===== src/rtl/dmem_pkg.sv =====
// Shared size codes, FSM states and address defaults for the data-memory responder.
package dmem_pkg;

    typedef enum logic [1:0] {
        SZ_WORD = 2'b00,
        SZ_HALF = 2'b01,
        SZ_BYTE = 2'b10,
        SZ_ILL  = 2'b11
    } size_e;

    typedef enum logic [2:0] {
        ST_IDLE,
        ST_RD,
        ST_MRG,
        ST_WR,
        ST_RESP
    } state_e;

    localparam logic [31:0] DEFAULT_BASE_ADDR = 32'h1001_0000;

endpackage


===== src/rtl/dmem_lane_unit.sv =====
// Little-endian lane extraction for loads and lane merge for sub-word stores.
module dmem_lane_unit import dmem_pkg::*; (
    input  size_e       size,
    input  logic [1:0]  lane,
    input  logic [31:0] ram_word,
    input  logic [31:0] store_data,
    output logic [31:0] load_value,
    output logic [31:0] merged_word
);

    logic [4:0] shift;
    assign shift = {lane, 3'b000};

    always_comb begin
        load_value  = '0;
        merged_word = ram_word;
        case (size)
            SZ_WORD: begin
                load_value  = ram_word;
                merged_word = store_data;
            end
            SZ_HALF: begin
                if (lane[1]) begin
                    load_value            = {16'h0000, ram_word[31:16]};
                    merged_word[31:16]    = store_data[15:0];
                end else begin
                    load_value            = {16'h0000, ram_word[15:0]};
                    merged_word[15:0]     = store_data[15:0];
                end
            end
            SZ_BYTE: begin
                load_value  = (ram_word >> shift) & 32'h0000_00FF;
                merged_word = (ram_word & ~(32'h0000_00FF << shift))
                            | ({24'h000000, store_data[7:0]} << shift);
            end
            default: ;
        endcase
    end

endmodule


===== src/rtl/dmem_responder.sv =====
// CPU data-memory target: one request at a time, mapped onto a 1-cycle-latency word RAM
// with read-modify-write for byte/halfword stores.
module dmem_responder import dmem_pkg::*; #(
    parameter logic [31:0] BASE_ADDR = DEFAULT_BASE_ADDR,
    parameter int unsigned ADDR_W    = 11
) (
    input  logic              clk_in,
    input  logic              reset,
    input  logic              req_valid,
    output logic              req_ready,
    input  logic              req_we,
    input  logic [1:0]        req_size,
    input  logic [31:0]       req_addr,
    input  logic [31:0]       req_wdata,
    output logic              rsp_valid,
    input  logic              rsp_ready,
    output logic [31:0]       rsp_rdata,
    output logic              rsp_err,
    output logic              ram_en,
    output logic              ram_we,
    output logic [ADDR_W-1:0] ram_addr,
    output logic [31:0]       ram_wdata,
    input  logic [31:0]       ram_rdata
);

    state_e      state;
    logic        we_q;
    size_e       size_q;
    logic [1:0]  lane_q;
    logic [31:0] wdata_q;

    size_e       req_size_e;
    logic [31:0] off;
    logic        req_err;
    logic [31:0] load_value;
    logic [31:0] merged_word;

    assign req_size_e = size_e'(req_size);
    assign off        = req_addr - BASE_ADDR;

    // Offsets below the base wrap to huge values and fail the range test.
    always_comb begin
        req_err = 1'b0;
        case (req_size_e)
            SZ_ILL:  req_err = 1'b1;
            SZ_HALF: req_err = off[0];
            SZ_WORD: req_err = (off[1:0] != 2'b00);
            default: ;
        endcase
        if (off[31:ADDR_W+2] != '0)
            req_err = 1'b1;
    end

    dmem_lane_unit u_lane (
        .size        (size_q),
        .lane        (lane_q),
        .ram_word    (ram_rdata),
        .store_data  (wdata_q),
        .load_value  (load_value),
        .merged_word (merged_word)
    );

    always_ff @(posedge clk_in or posedge reset) begin
        if (reset) begin
            state     <= ST_IDLE;
            we_q      <= 1'b0;
            size_q    <= SZ_WORD;
            lane_q    <= '0;
            wdata_q   <= '0;
            req_ready <= 1'b1;
            rsp_valid <= 1'b0;
            rsp_rdata <= '0;
            rsp_err   <= 1'b0;
            ram_en    <= 1'b0;
            ram_we    <= 1'b0;
            ram_addr  <= '0;
            ram_wdata <= '0;
        end else begin
            case (state)
                ST_IDLE: begin
                    if (req_valid) begin
                        req_ready <= 1'b0;
                        we_q      <= req_we;
                        size_q    <= req_size_e;
                        lane_q    <= off[1:0];
                        wdata_q   <= req_wdata;
                        rsp_rdata <= '0;
                        if (req_err) begin
                            rsp_err   <= 1'b1;
                            rsp_valid <= 1'b1;
                            state     <= ST_RESP;
                        end else begin
                            ram_en   <= 1'b1;
                            ram_addr <= off[ADDR_W+1:2];
                            if (req_we && req_size_e == SZ_WORD) begin
                                ram_we    <= 1'b1;
                                ram_wdata <= req_wdata;
                                state     <= ST_WR;
                            end else begin
                                ram_we <= 1'b0;
                                state  <= ST_RD;
                            end
                        end
                    end
                end
                ST_RD: begin
                    ram_en <= 1'b0;
                    state  <= ST_MRG;
                end
                ST_MRG: begin
                    if (we_q) begin
                        ram_en    <= 1'b1;
                        ram_we    <= 1'b1;
                        ram_wdata <= merged_word;
                        state     <= ST_WR;
                    end else begin
                        rsp_rdata <= load_value;
                        rsp_valid <= 1'b1;
                        state     <= ST_RESP;
                    end
                end
                ST_WR: begin
                    ram_en    <= 1'b0;
                    ram_we    <= 1'b0;
                    rsp_valid <= 1'b1;
                    state     <= ST_RESP;
                end
                ST_RESP: begin
                    if (rsp_ready) begin
                        rsp_valid <= 1'b0;
                        rsp_err   <= 1'b0;
                        rsp_rdata <= '0;
                        req_ready <= 1'b1;
                        state     <= ST_IDLE;
                    end
                end
                default: state <= ST_IDLE;
            endcase
        end
    end

endmodule


===== config.mk =====
export PLATFORM = sky130hd
export DESIGN_NAME = dmem_responder
export DESIGN_NICKNAME = d
export VERILOG_FILES = /design/src/rtl/dmem_pkg.sv /design/src/rtl/dmem_lane_unit.sv /design/src/rtl/dmem_responder.sv
export SDC_FILE = /design/constraint.sdc
export NUM_CORES = 1
export LEC_CHECK = 0
export BUFFER_PORTS_ARGS = -buffer_cell sky130_fd_sc_hd__buf_2
export CAP_MARGIN = 15
export CELL_PAD_IN_SITES_DETAIL_PLACEMENT = 1
export CELL_PAD_IN_SITES_GLOBAL_PLACEMENT = 2
export CORE_ASPECT_RATIO = 0.7
export CORE_UTILIZATION = 32
export CTS_BUF_LIST = sky130_fd_sc_hd__clkbuf_8 sky130_fd_sc_hd__clkbuf_16
export CTS_CLUSTER_SIZE = 12
export DETAILED_ROUTE_END_ITERATION = 12
export PLACE_DENSITY_LB_ADDON = 0.15
export SETUP_SLACK_MARGIN = 0.05
export SYNTH_ARGS = -nofsm -noshare
export SYNTH_HDL_FRONTEND = slang
export SYNTH_SLANG_ARGS = --single-unit

===== constraint.sdc =====
create_clock -name clk_in -period 5.09 [get_ports clk_in]
set_input_delay 0.7635 -clock clk_in [delete_from_list [all_inputs] [get_ports clk_in]]
set_output_delay 0.7635 -clock clk_in [all_outputs]
set_load 0.005 [all_outputs]

==> reports/results.ini <==
[run_status]
status = finished, final reports clean

[route]
drt-initial-drc-count = 496
routed.top_layer = met4
wl_met3_um = 1480
routed_wl_um = 22000
route.detailed.drc = 0
drt-wirelength-per-cell_um = 22.0
dr_wl_met2_um = 8920
wl_met1_um = 11400
vias = 5410
drtPass1Iterations = 6
ant_nets = 0
via_per_inst = 5.42

[yosys]
yosys.area.top_type = dfrtp_1
yosys-top-cells-count = dfrtp_1 (119), nand2_1 (72), o21ai_0 (47)
syn_inst = 574
seq_area_frac_synth = 0.489
synth_top_area_frac = 0.485
syn-num-nets = 678
ys_async_sr_fraction = 1.00
synth_area_per_cell_um2 = 10.7
synth.distinct_cells = 51
syn-cell-area_um2 = 6150
ys_ff_latch = 120
yosys-top-cells-area = dfrtp_1 (48%), mux2_2 (7.7%), mux2_4 (7.1%), nand2_1 (4.4%), o21ai_0 (3.8%)
synth.most_common_cell = dfrtp_1
yosys_warnings = 0
synth_edf_count = 0
ys.flop_type = dfrtp_1

[pwr]
p_per_area_nw_per_um2 = 348
p_switching_uw = 837
p_int_uw = 1900
p_leak_uw = 0.00385
clockPowerShare = 0.423
ir_worst_vdd_v = 0.000181
combPwrFrac = 0.159
switching_share = 0.306
p_seq_frac = 0.418

[sta]
setup_viol = 0
tightest_slew_ns = 1.13
setup_ws_ns = 1.74
setup_tns_ns = 0
rsz0062_at_grt = no
clock.fmax_ghz = 0.298
finalCriticalPeriod_ns = 3.35
finalHoldViolCount = 0
relSlewSlack = 0.241
drv_slew = 0
worst_clock_skew_ns = 0.00940
min_period_over_period = 0.659

[clocking]
numCtsBuffers = 17
clock-sinks = 120
cts-resized-gates = 0
cts_tree = built
clock_latency_ns = 0.43
path_clk_slew_ns = 0.06
post-cts-setup-buffer-count = 0
hold_buffers = 0
clockBufferDepth = 2
htree_levels = 4
root_buffer = clkbuf_16

[worst_setup_path]
r2r_start = state[2]
criticalPathCategory = primary input to flip-flop
cp-startpoint = req_addr[17]
r2r-end = ram_wdata[24]
startpoint_type = primary input
end_kind = flip-flop
crit_required_ns = 5.40
r2r_cells = 7
r2r_slack_ns = 2.07
worst-path-max-fanout = 23
worstPathArrival_ns = 3.66

[grt]
grt-ovfl-total = 0
grt_max_degree = 84
grt_antenna_before_repair = 0
grt_pass1_vias = 5506
grt_pass1_wl_um = 33600
grt_use_total = 0.229

[placement]
io_buffer_count = 182
pre_cts_ws_ns = 1.20
place_hpwl_um = 16200
place.gp.congestion = 0.793
dpl.cell_count = 966

[die]
core_um2 = 18400
start_util = 0.334
dieArea_um2 = 19800
die_h_um = 118
fp.dieW_um = 168
num_rows = 41
num_io_pins = 183

[job]
cap_violations = 0

[final_layout]
fin_cells = 999
layout-drive-gt1-share = 0.396
diodes = 0
syn2layout_area_growth_pct = 28.2
nNetsFinal = 855
fillers = 2071

[hold_path]
hold_path_class = primary input to async pin

-- kinds of logic after synthesis --
kind of cell / synth area share
compound gates: 0.180
mux: 0.175
flops: 0.489
simple gates: 0.123
fa+ha+maj: 0.00204
xor+xnor: 0.00143
buf+inv: 0.0291
-- through the flow --
| step | power [uW] | area, um^2 | hold WS (ns) | util |
|---|---|---|---|---|
| after CTS | 2750 | 7830 | 0.483 | 0.425 |
| after floorplan | 1390 | 6150 | 0.446 | - |
| after global placement | 1570 | 7270 | 0.458 | 0.395 |
| after detailed placement | 1590 | 7270 | 0.471 | 0.395 |
| final | 2740 | 7880 | 0.351 | 0.428 |
| after global routing | 2860 | 7880 | 0.382 | 0.428 |
-- how the worst max path moves through the flow --
stage / endpoint / slack, ns / cells after the start
floorplan: lane_q[0] / 1.14 / 1
global placement: ram_wdata[16] / 1.25 / 7
detailed placement: ram_wdata[23] / 1.20 / 7
CTS: ram_wdata[27] / 1.66 / 7
global route: ram_wdata[3] / 1.68 / 8
finish: ram_wdata[23] / 1.74 / 8
-- sequential cells by signal, indices dropped and copies added (netlist names), 2 cells and up --
signal,cells
ram_wdata,32
size_q,2
ram_addr,11
state,3
wdata_q,32
lane_q,2
rsp_rdata,32
-- final cells by class --
type	instances	area, um^2	share of cell area
sequential	120	3000	0.381
multi-input combinational	413	2980	0.378
timing repair buffer	190	1000	0.127
clock buffer	18	439	0.0557
tap	236	295	0.0375
clock inverter	13	124	0.0157
inverter	9	36.3	0.00461
-- power groups by stage --
stage               sequential [uW]  combinational, uW  clock (uW)
detailed placement             1160                431           0
finish                         1140                436        1160
CTS                            1140                433        1180
global route                   1150                480        1230
floorplan                      1090                305           0
global placement               1150                420           0
-- worst max-delay path, cell delays in order --
cell	delay [ns]
buf_2	0.13
or4_4	0.56
or4_1	0.47
a31o_1	0.23
a221o_1	0.38
o31a_2	0.55
buf_12	0.25
mux2_4	0.32
-- per-layer routing --
metal,track usage,up-vias
met5,0,-
met4,0.0533,0
met3,0.0676,15
met2,0.305,189
met1,0.353,2730
li1,-,2476
-- cells in the final DEF (no fill, tap or decap), types with 4 or more instances in the layout --
cell type	count
buf_2	182
dfrtp_1	119
nand2_1	72
o21ai_0	47
mux2_2	42
nor2_1	29
mux2_4	29
a21oi_1	25
a22o_1	24
a22oi_1	23
mux2i_1	17
clkbuf_16	17
nand2b_1	13
nand3_1	9
nor3_1	9
a221oi_1	9
a21o_1	9
inv_1	8
a221o_1	8
buf_4	6
clkinv_4	5
nor4_1	4
No activity file was read; power rests on OpenSTA's default activity.
